`config.mk`:
```
export PLATFORM = sky130hd
export DESIGN_NAME = path_capture_buffer_flat
export DESIGN_NICKNAME = d
export VERILOG_FILES = /design/src/rtl/path_pkg.sv /design/src/rtl/path_capture_buffer_if.sv /design/src/rtl/path_lifo_mem.sv /design/src/rtl/path_capture_buffer.sv /design/src/flat_wrapper.sv
export SDC_FILE = /design/constraint.sdc
export NUM_CORES = 1
export LEC_CHECK = 0
export ABC_AREA = 1
export ABC_CLOCK_PERIOD_IN_PS = 2600
export BUFFER_PORTS_ARGS = -buffer_cell sky130_fd_sc_hd__buf_2
export CORE_MARGIN = 3
export CORE_UTILIZATION = 55
export CTS_CLUSTER_SIZE = 20
export DETAILED_ROUTE_END_ITERATION = 10
export MAX_ROUTING_LAYER = met4
export PLACE_DENSITY_LB_ADDON = 0.12
export SYNTH_ARGS = -nofsm -noshare
export SYNTH_HDL_FRONTEND = slang
export SYNTH_SLANG_ARGS = --single-unit
```
`constraint.sdc`:
```
create_clock -name clk -period 2.6 [get_ports clk]
set_input_delay 0.39 -clock clk [delete_from_list [all_inputs] [get_ports clk]]
set_output_delay 0.39 -clock clk [all_outputs]
set_load 0.01 [all_outputs]
```
`src/rtl/path_pkg.sv`:
```
// path_pkg: shared default sizes, node-index type and FSM state encoding for path_capture_buffer
package path_pkg;
  localparam int NODE_W_DEF = 5;
  localparam int DEPTH_DEF = 32;
  typedef logic [NODE_W_DEF-1:0] node_t;
  typedef enum logic [1:0] {CAPTURE, PLAY, DONE} state_t;
endpackage

```
`src/rtl/path_capture_buffer_if.sv`:
```
// path_capture_buffer_if: path-write, display and replay handshake bundle
// master: control FSM / renderer side (drives path_clr, wr_en, wr_node, disp_on, rd_req)
// slave: buffer side (drives rd_valid, rd_node, rd_last, path_len, overflow)
interface path_capture_buffer_if #(
  parameter int NODE_W = path_pkg::NODE_W_DEF,
  parameter int DEPTH = path_pkg::DEPTH_DEF
);
  localparam int CNT_W = $clog2(DEPTH) + 1;
  logic path_clr, wr_en, disp_on, rd_req, rd_valid, rd_last, overflow;
  logic [NODE_W-1:0] wr_node, rd_node;
  logic [CNT_W-1:0] path_len;
  modport master(output path_clr, wr_en, wr_node, disp_on, rd_req,
                 input rd_valid, rd_node, rd_last, path_len, overflow);
  modport slave(input path_clr, wr_en, wr_node, disp_on, rd_req,
                output rd_valid, rd_node, rd_last, path_len, overflow);
endinterface

```
`src/rtl/path_lifo_mem.sv`:
```
// path_lifo_mem: DEPTH x NODE_W register file, synchronous write, asynchronous read, no reset
// ports: clk, we_i/waddr_i/wdata_i write port, raddr_i/rdata_o read port
module path_lifo_mem #(
  parameter int NODE_W = 5,
  parameter int DEPTH = 32
) (
  input  logic                     clk,
  input  logic                     we_i,
  input  logic [$clog2(DEPTH)-1:0] waddr_i,
  input  logic [NODE_W-1:0]        wdata_i,
  input  logic [$clog2(DEPTH)-1:0] raddr_i,
  output logic [NODE_W-1:0]        rdata_o
);
  logic [NODE_W-1:0] mem_q [DEPTH];
  always_ff @(posedge clk)
    if (we_i) mem_q[waddr_i] <= wdata_i;
  assign rdata_o = mem_q[raddr_i];
endmodule

```
`src/rtl/path_capture_buffer.sv`:
```
// path_capture_buffer: captures path nodes destination-first and replays them source-first
// ports: clk, clear (sync active-high reset), bus (path_capture_buffer_if.slave)
// option: PATH_DEDUP_EN drops a write repeating the most recently stored node
module path_capture_buffer
  import path_pkg::*;
#(
  parameter int NODE_W = NODE_W_DEF,
  parameter int DEPTH = DEPTH_DEF
) (
  input logic clk,
  input logic clear,
  path_capture_buffer_if.slave bus
);
  localparam int AW = $clog2(DEPTH);
  localparam int CNT_W = AW + 1;
  state_t state_q;
  logic [CNT_W-1:0] len_q, len_d;
  logic [AW-1:0] ptr_q, raddr;
  logic ovf_q, full, dup, accept;
  logic [NODE_W-1:0] rdata;
  always_comb begin
    full = len_q == CNT_W'(DEPTH);
`ifdef PATH_DEDUP_EN
    // the single read port looks at the newest entry while capturing
    raddr = state_q == PLAY ? ptr_q : AW'(len_q - 1'b1);
    dup = len_q != '0 && bus.wr_node == rdata;
`else
    raddr = ptr_q;
    dup = 1'b0;
`endif
    accept = state_q == CAPTURE && !bus.path_clr && bus.wr_en && !full && !dup;
    len_d = len_q + CNT_W'(accept);
  end
  path_lifo_mem #(.NODE_W(NODE_W), .DEPTH(DEPTH)) u_mem (
    .clk(clk), .we_i(accept), .waddr_i(len_q[AW-1:0]), .wdata_i(bus.wr_node),
    .raddr_i(raddr), .rdata_o(rdata)
  );
  always_ff @(posedge clk) begin
    if (clear) begin
      state_q <= CAPTURE;
      len_q <= '0;
      ovf_q <= 1'b0;
      ptr_q <= '0;
    end else if (bus.path_clr) begin
      state_q <= CAPTURE;
      len_q <= '0;
      ovf_q <= 1'b0;
    end else begin
      case (state_q)
        CAPTURE: begin
          len_q <= len_d;
          if (bus.wr_en && full && !dup) ovf_q <= 1'b1;
          // a write in the transition cycle counts toward the replay start
          if (bus.disp_on) begin
            state_q <= len_d != '0 ? PLAY : DONE;
            ptr_q <= AW'(len_d - 1'b1);
          end
        end
        PLAY:
          if (!bus.disp_on) state_q <= CAPTURE;
          else if (bus.rd_req) begin
            if (ptr_q == '0) state_q <= DONE;
            else ptr_q <= ptr_q - 1'b1;
          end
        DONE: if (!bus.disp_on) state_q <= CAPTURE;
        default: state_q <= CAPTURE;
      endcase
    end
  end
  assign bus.rd_valid = state_q == PLAY;
  assign bus.rd_node = bus.rd_valid ? rdata : '0;
  assign bus.rd_last = bus.rd_valid && ptr_q == '0;
  assign bus.path_len = len_q;
  assign bus.overflow = ovf_q;
endmodule

```
`src/flat_wrapper.sv`:
```
// flat-port wrapper written by rule: the top's interface ports become plain ports
module path_capture_buffer_flat import path_pkg::*;
#(
  parameter int NODE_W = NODE_W_DEF,
  parameter int DEPTH = DEPTH_DEF
)
  (clk, clear, bus_path_clr, bus_wr_en, bus_wr_node, bus_disp_on, bus_rd_req, bus_rd_valid, bus_rd_node, bus_rd_last, bus_path_len, bus_overflow);
  path_capture_buffer_if #(.NODE_W(NODE_W), .DEPTH(DEPTH)) bus_i ();
  input logic clk;
  input logic clear;
  input wire logic [$bits(bus_i.path_clr)-1:0] bus_path_clr;
  input wire logic [$bits(bus_i.wr_en)-1:0] bus_wr_en;
  input wire logic [$bits(bus_i.wr_node)-1:0] bus_wr_node;
  input wire logic [$bits(bus_i.disp_on)-1:0] bus_disp_on;
  input wire logic [$bits(bus_i.rd_req)-1:0] bus_rd_req;
  output wire logic [$bits(bus_i.rd_valid)-1:0] bus_rd_valid;
  output wire logic [$bits(bus_i.rd_node)-1:0] bus_rd_node;
  output wire logic [$bits(bus_i.rd_last)-1:0] bus_rd_last;
  output wire logic [$bits(bus_i.path_len)-1:0] bus_path_len;
  output wire logic [$bits(bus_i.overflow)-1:0] bus_overflow;
  assign bus_i.path_clr = bus_path_clr;
  assign bus_i.wr_en = bus_wr_en;
  assign bus_i.wr_node = bus_wr_node;
  assign bus_i.disp_on = bus_disp_on;
  assign bus_i.rd_req = bus_rd_req;
  assign bus_rd_valid = bus_i.rd_valid;
  assign bus_rd_node = bus_i.rd_node;
  assign bus_rd_last = bus_i.rd_last;
  assign bus_path_len = bus_i.path_len;
  assign bus_overflow = bus_i.overflow;
  path_capture_buffer #(.NODE_W(NODE_W), .DEPTH(DEPTH)) u_core (.clk(clk), .clear(clear), .bus(bus_i));
endmodule
```
==> results of run 1 <==
## cells in the mapped netlist
library cell,instances
a211oi_1,1
a21oi_1,19
a21oi_2,1
a31oi_1,2
buf_1,1
buf_2,20
buf_4,8
clkbuf_1,3
clkinv_1,1
dfxtp_1,19
edfxtp_1,160
ha_1,3
inv_1,26
inv_2,7
inv_4,2
nand2_1,207
nand2_2,1
nand2_4,2
nand3_1,117
nand3_4,3
nand4_1,5
nor2_1,70
nor2_4,1
nor3_1,1
nor3b_2,1
o211ai_1,2
o21ai_0,17
o21ai_1,17
o21ai_2,1
o21bai_1,1
o22ai_1,3
or2_1,1
## layout make-up
type                       instances  area, sq um  area share [%]
clock buffer                      23        531.8           6.063
timing repair buffer              48        442.9           5.050
sequential                       179         5194           59.22
inverter                          36        152.6           1.740
clock inverter                     9        61.31          0.6990
tap                              176        220.2           2.511
multi-input combinational        476         2168           24.72
## placed cells by master, fill, tap and decap left out, types with 4 or more instances in the layout
cell	Yosys	final
nand4_1	5	5
dfxtp_1	19	16
buf_4	8	16
inv_1	26	26
inv_6	0	4
nand2_1	207	207
o21ai_1	17	17
a21oi_1	19	19
buf_2	20	24
clkbuf_16	0	24
inv_2	7	7
edfxtp_1	160	160
o21ai_0	17	17
nand3_1	117	117
nor2_1	70	67
## per-stage QoR
stage	power, mW	TNS, ns	hold WS [ns]	cell area, sq um
after floorplan	3.759	0	0.4519	7655
after global placement	3.982	0	0.4753	7944
after detailed placement	3.997	0	0.4551	7944
after CTS	6.494	0	0.2195	8578
after global routing	6.783	-0.1405	0.2315	8771
final	6.560	0	0.2356	8771
## path summary, 6_finish.rpt
kind	start	to	slack, ns	cells after the start
worst max register to register	u_core.bus.path_len[4]	flop	0.19	16
worst min-delay path	bus_wr_en	u_core.bus.overflow	0.24	3
worst max-delay path	flop	bus_rd_node[2]	0.06	11
worst min register to register	u_core.bus.overflow	u_core.bus.overflow	0.48	2
## power by group
part           switching [mW]  internal [mW]
sequential             0.0445           3.17
clock                    1.07           1.45
combinational           0.553          0.276
total                    1.66           4.90
## flip-flops by register name (all words and copies together), names as in the netlist, named ones only
name                 flops
u_core.u_mem.mem_q     160
u_core.state_q           2
u_core.ptr_q             5
u_core.bus.path_len      6
u_core.bus.overflow      1
## timing repair
| action | CTS | global route |
|---|---|---|
| endpoints found under the setup margin | 5 | 9 |
| gates cloned | 1 | 4 |
| resized for setup | 2 | 13 |
| pin swaps | 0 | 3 |
| buffers inserted | 0 | 6 |
| hold buffers | 0 | 0 |
## logic make-up (layout without fill, tap and decap cells)
kind of cell               Yosys count  in the layout  share of synthesized area [%]
AOI/OAI and AO/OA                   64             64                          4.495
adders and majority gates            3              3                         0.4904
DFF                                179            179                          67.73
buffers and inverters               68            116                          4.119
and+or+nand+nor                    409            409                          23.16
## worst max-delay path, stage by stage (launching register included)
cell	delay [ns]
dfxtp_4	0.48
clkinv_8	0.13
buf_16	0.18
nand2_1	0.06
nand3_1	0.06
nand3_1	0.13
nand2_1	0.07
nand2_1	0.06
nand2_1	0.07
o21ai_1	0.23
nor2_2	0.09
buf_2	0.15
## routing by layer
layer / global-route usage, % / wire (um) / up-vias
met5: - / 0 / -
li1: - / - / 2573
met1: 33.26 / 8031 / 2662
met2: 37.92 / 8697 / 258
met3: 4.859 / 1380 / 32
met4: 10.06 / 365 / 0
==> out/metrics.yaml, run 1 <==
status: "complete, no violations"
dieWidth_um: 124.0
hp-class: "input port to flop"
hold_viol: 0
via_per_inst: 5.834
post-place-ws_ns: 0.1491
ioPinCount: 25
vdd_drop_max_mv: 0.4043
clock_latency_ns: 0.43
synthDistinctLibCells: 32
crit_required_ns: 2.21
crit_fanout: 18
antenna_found_initial: 0
cellPowerDensity_mw_per_mm2: 747.9
cts-root-buf: "clkbuf_16"
drcViolationCount: 0
fin_util_pct: 65.45
fillers: 1038
postRouteAntennaNets: 0
syn_nets: 737
wl_mm: 18.47
worst_slew_pin_slew_ns: 0.6879
clkTransAtPathRegs_ns: 0.07
wl_per_cell_um: 19.51
synth-seq-cells: 179
slew_headroom_pct: 54.14
max_cap_viol_count: 0
final_cell_count_no_fill: 947
rsz0062_at_grt: "yes"
criticalPathCategory: "flop to primary output"
grt_max_degree: 81
synth_top_area_share_pct: 62.77
period_needed_ns: 2.542
synth_area_sq_mm: 0.007655
io_buffers: 24
fin_crit_sh_pct: 97.75
arrival_ns: 2.15
clockBufferDepth: 2
grt_pass1_wl_mm: 27.08
worstSetupEndpointType: "primary output"
final_max_slew_viol_count: 0
clock_skew_ns: 0.006546
gp_congestion: 0.8733
initial_utilization_pct: 57.12
die-area_sq_mm: 0.01537
grt_overflow: 0
syn_area_per_cell_sq_um: 10.59
yosys.area.top_type: "edfxtp_1"
vias: 5525
grt_pass1_vias: 5156
hpwl_mm: 10.55
track_usage_pct: 24.86
dp_cells: 904
fin_ws_ns: 0.05840
startpoint_type: "flop"
htree_num_levels: 4
cts_tree: "yes"
drt_iter0_drc: 614
clock_sinks: 179
drive_above_1_share_pct: 13.49
row_count: 42
fmax_ghz: 0.3935
syn_inst: 723
synth_warnings: 0
design.core.area_sq_mm: 0.01340
areaGrowthSynthToFinish_pct: 14.58
diodes: 0
setup_viol: 0
yosysSeqAreaShare_pct: 67.73
synth_area_leaders: "edfxtp_1 63%, nand2_1 10%, nand3_1 7.6%"
die_y_um: 124.0
nNetsFinal: 772
p_leak_nw: 3.302
cts_buffers: 17
dr.pass1.iters: 5
No activity file was read; power rests on OpenSTA's default activity.
==> run 2: changes to the inputs <==
- CORE_UTILIZATION: 55 -> 62
- MAX_ROUTING_LAYER: met4 -> not set
==> out/metrics.yaml, run 2 (synthesized netlist as in run 1, its figures left out) <==
row_count: 39
cellPowerDensity_mw_per_mm2: 738.2
final_max_slew_viol_count: 0
drive_above_1_share_pct: 12.50
grt_pass1_wl_mm: 26.54
setup_viol: 0
design.core.area_sq_mm: 0.01176
ioPinCount: 25
clock_latency_ns: 0.43
via_per_inst: 5.799
status: "complete, no violations"
clkTransAtPathRegs_ns: 0.06
vias: 5405
die-area_sq_mm: 0.01372
fin_ws_ns: 0.1069
largest_register: "u_core.u_mem.mem_q"
wl_mm: 17.63
vdd_drop_max_mv: 0.5852
max_cap_viol_count: 0
cts_tree: "yes"
post-place-ws_ns: 0.1479
grt_pass1_vias: 5073
grt_overflow: 0
arrival_ns: 2.10
multiInputGateArea_sq_mm: 0.002163
wl_per_cell_um: 18.92
worstSetupEndpointType: "primary output"
crit_required_ns: 2.21
die_y_um: 117.1
gp_congestion: 0.8481
grt_max_degree: 52
initial_utilization_pct: 65.09
crit_fanout: 17
drt_iter0_drc: 545
io_buffers: 24
drcViolationCount: 0
startpoint_type: "flop"
hp-class: "input port to flop"
antenna_found_initial: 0
clock_skew_ns: 0.007104
slew_headroom_pct: 54.07
final_cell_mix: "206 x nand2_1, 160 x edfxtp_1, 117 x nand3_1"
diodes: 0
criticalPathCategory: "flop to primary output"
hold_viol: 0
fmax_ghz: 0.4011
worst_slew_pin_slew_ns: 0.6889
postRouteAntennaNets: 0
htree_num_levels: 4
dieWidth_um: 117.1
clock_sinks: 179
areaGrowthSynthToFinish_pct: 12.68
r2r_setup_slack_ns: 0.15
seq_area_sq_mm: 0.005190
largest_reg_flops: 160
fillers: 814
hpwl_mm: 10.75
clockBufferDepth: 2
cts_buffers: 17
p_leak_nw: 3.233
nNetsFinal: 769
dr.pass1.iters: 5
track_usage_pct: 26.51
period_needed_ns: 2.493
cts-root-buf: "clkbuf_16"
fin_crit_sh_pct: 95.89
final_common_cell: "nand2_1"
total_power_mw: 6.367
## run 2: cell types whose count changed in the layout (fill, tap and decap cells not counted), moves of 2 or more
cell	delta
buf_12	+2
buf_16	-3
buf_4	-3
buf_6	+2
clkbuf_1	+2
clkbuf_16	-4
clkbuf_8	-2
clkinv_4	+2
clkinvlp_4	+2
inv_4	-2
nor2_1	+3
nor2_2	-3
## run 2: layout make-up
type | instances | area share [%]
timing repair buffer | 45 | 4.352
tap | 164 | 2.379
sequential | 179 | 60.17
clock buffer | 20 | 5.062
inverter | 36 | 1.712
clock inverter | 12 | 1.247
multi-input combinational | 476 | 25.08
## run 2: final timing paths
kind / from / end / cells past startpoint
max: flop / bus_rd_node[3] / 8
min: clear / flop / 2
max reg2reg: u_core.bus.path_len[4] / u_core.ptr_q[4] / 15
min reg2reg: u_core.ptr_q[2] / u_core.ptr_q[2] / 2
## run 2: per-stage QoR
stage          hold WS [ns]  instances  utilization (%)  TNS [ns]  instance area [sq um]
6_report             0.2385        932            73.35         0                   8626
3_5_place_dp         0.4788        893            67.49         0                   7936
4_1_cts              0.2230        925            72.11         0                   8481
2_1_floorplan        0.4519        723                -         0                   7655
3_3_place_gp         0.4675        893            67.49         0                   7936
5_1_grt              0.2479        932            73.35   -0.1121                   8626
## run 2: where the power goes
group / internal, mW / leakage (nW) / switching (mW) / total (mW)
logic: 0.258 / 1.38 / 0.539 / 0.797
clock network: 1.32 / 0.261 / 1.05 / 2.37
registers: 3.17 / 1.60 / 0.0347 / 3.20
total: 4.74 / 3.23 / 1.62 / 6.37
## run 2: timing repair
action / 4_1_cts / 5_1_grt
setup buffers: 0 / 4
resized for setup: 0 / 12
hold buffers: 0 / 0
endpoints found under the setup margin: 0 / 8
## run 2: layer usage
layer | share of wire, % | track usage (%) | wire length [um] | vias to the layer above
met5 | 0 | 0 | 0 | -
met4 | 2.1 | 10.17 | 365 | 0
met3 | 9.0 | 6.735 | 1589 | 30
met2 | 48 | 41.37 | 8499 | 250
met1 | 41 | 36.36 | 7175 | 2559
li1 | - | - | - | 2566
## run 2: worst max-delay path: stages, from the launching register on
cell and delay [ns]:
dfxtp_1 0.55, buf_4 0.32, nand3_1 0.13, nand2_1 0.08, nand2_1 0.05, nand2_1 0.06
o21ai_1 0.09, nor2_1 0.20, buf_2 0.17
==> run 3: changes to the inputs <==
- CORE_ASPECT_RATIO: not set -> 0.6
- GPL_TIMING_DRIVEN: not set -> 0
==> out/metrics.yaml, run 3 (synthesized netlist as in run 1, its figures left out) <==
cts-root-buf: "clkbuf_16"
cts_buffers: 17
post-place-ws_ns: -0.2337
grt_max_degree: 33
max_cap_viol_count: 0
hold_end: "u_core.ptr_q[0]"
slew_headroom_pct: 54.93
postPlaceCellArea_sq_mm: 0.007975
final_common_cell: "nand2_1"
track_usage_pct: 29.31
holdBufCountCts: 0
criticalPathCategory: "flop to primary output"
min_path_cells: 2
grtUsageMet2_pct: 42.67
ioPinCount: 25
met3_usage_pct: 8.494
die-area_sq_mm: 0.01376
gp_congestion: 0.9810
vdd_drop_max_mv: 0.5694
use_met1_pct: 43.14
vias: 5804
grt_pass1_wl_mm: 30.02
dieWidth_um: 149.5
largest_register: "u_core.u_mem.mem_q"
io_buffers: 24
initial_utilization_pct: 65.57
postRouteAntennaNets: 0
clock_latency_ns: 0.42
worstSetupEndpointType: "primary output"
crit_required_ns: 2.21
switching_power_mw: 1.740
die_y_um: 92.07
nNetsFinal: 786
p_comb_share_pct: 13.0
power_frac_clock_pct: 39.2
violations: "setup timing"
antenna_found_initial: 0
dr.pass1.iters: 6
cpPeakStageDelay_ns: 0.30
p_leak_nw: 3.285
grt_pass1_vias: 5489
total_power_mw: 6.681
design.core.area_sq_mm: 0.01167
arrival_ns: 2.22
fin_ws_ns: -0.005282
status: "complete, but fails checks"
grt_overflow: 0
wl_per_cell_um: 21.01
row_count: 30
hpwl_mm: 13.25
wl_mm: 19.83
final_cell_mix: "207 x nand2_1, 160 x edfxtp_1, 117 x nand3_1"
clkTransAtPathRegs_ns: 0.07
final_max_slew_viol_count: 0
r2r_setup_slack_ns: 0.12
seqPwrFrac_pct: 47.8
period_needed_ns: 2.605
drt_iter0_drc: 893
r2r_start: "u_core.bus.path_len[2]"
worst_path_max_delay_cell: "dfxtp_1"
setup_viol: 1
cp.buffers_inverters: 4
cp_top_family: "buffers and inverters"
startpoint_type: "flop"
clock_sinks: 179
top_usage_layer: "met1"
fin_util_pct: 74.53
via_per_inst: 6.148
drcViolationCount: 0
clockBufferDepth: 2
worst_slew_pin_slew_ns: 0.6760
drive_above_1_share_pct: 15.18
final_cell_count_no_fill: 944
htree_num_levels: 4
diodes: 0
cellPowerDensity_mw_per_mm2: 767.8
hold_viol: 0
crit_fanout: 10
worstPathCellList: "buf_4 -> inv_4 -> clkbuf_4 -> nand2_1 -> nand3_1 -> nand3_1 -> a21oi_2 -> o21ai_1 -> nor2_1 -> buf_2"
largest_reg_flops: 160
cp_common_cell: "nand3_1"
switching_share_pct: 26.05
intPower_mw: 4.941
clock_skew_ns: 0.01073
fmax_ghz: 0.3838
reg2reg_depth: 16
cts_tree: "yes"
fin_crit_sh_pct: 100.2
final_area_sq_mm: 0.008701
dp_cells: 907
hp-class: "input port to flop"
areaGrowthSynthToFinish_pct: 13.66
hold_start: "clear"
-- run 3: cell type report --
cell class                      instances  area (sq um)
Sequential cell                       179          5196
Clock buffer                           17         425.4
Fill cell                             772          2973
Tap cell                              160         200.2
Timing Repair Buffer                   30         165.2
Multi-Input combinational cell        476          2203
Clock inverter                         14         176.4
Inverter                               36         142.6
Buffer                                 32         191.4
-- run 3: power by group through the flow --
stage / clock, mW / sequential (mW) / combinational [mW]
2_1_floorplan: 0 / 3.26 / 0.504
3_3_place_gp: 0 / 3.26 / 0.752
3_5_place_dp: 0 / 3.26 / 0.786
4_1_cts: 2.62 / 3.20 / 0.802
5_1_grt: 2.76 / 3.20 / 0.925
6_report: 2.62 / 3.19 / 0.868
-- run 3: how the worst max path moves through the flow --
stage / from / to / cells after the start
2_1_floorplan: u_core.bus.path_len[1] / flop / 14
3_3_place_gp: u_core.bus.path_len[1] / flop / 14
3_5_place_dp: u_core.bus.path_len[1] / flop / 14
4_1_cts: flop / bus_rd_node[2] / 10
5_1_grt: flop / bus_rd_node[2] / 10
6_report: flop / bus_rd_node[2] / 10
-- run 3: metal layers --
metal | wire [um] | up-vias
li1 | - | 2599
met1 | 8044 | 2680
met2 | 8554 | 460
met3 | 2748 | 65
met4 | 484 | 0
met5 | 0 | -
-- run 3: timing repair --
item | CTS | global route
setup endpoints to repair | 7 | 13
cloned | 0 | 0
setup buffers | 3 | 3
resized for setup | 7 | 19
pin swaps | 2 | 2
-- run 3: per-stage QoR --
step                hold slack (ns)  setup TNS [ns]
floorplan                    0.4519               0
global placement             0.4533         -0.1289
detailed placement           0.4762          -1.226
CTS                          0.2510               0
global route                 0.2700        -0.05348
finish                       0.2621       -0.005282
-- run 3: worst register-to-register path: stages, from the launching register on --
cell and delay [ns]:
dfxtp_1 0.34, inv_2 0.13, nand3_4 0.14, nor3b_4 0.27, nor2_4 0.08, ha_4 0.18, ha_4 0.27, nand2_1 0.06
o21ai_1 0.09, inv_1 0.09, ha_1 0.20, inv_1 0.10, nor2_4 0.06, nand3_1 0.09, nand2_1 0.06, o21ai_2 0.14
inv_1 0.06
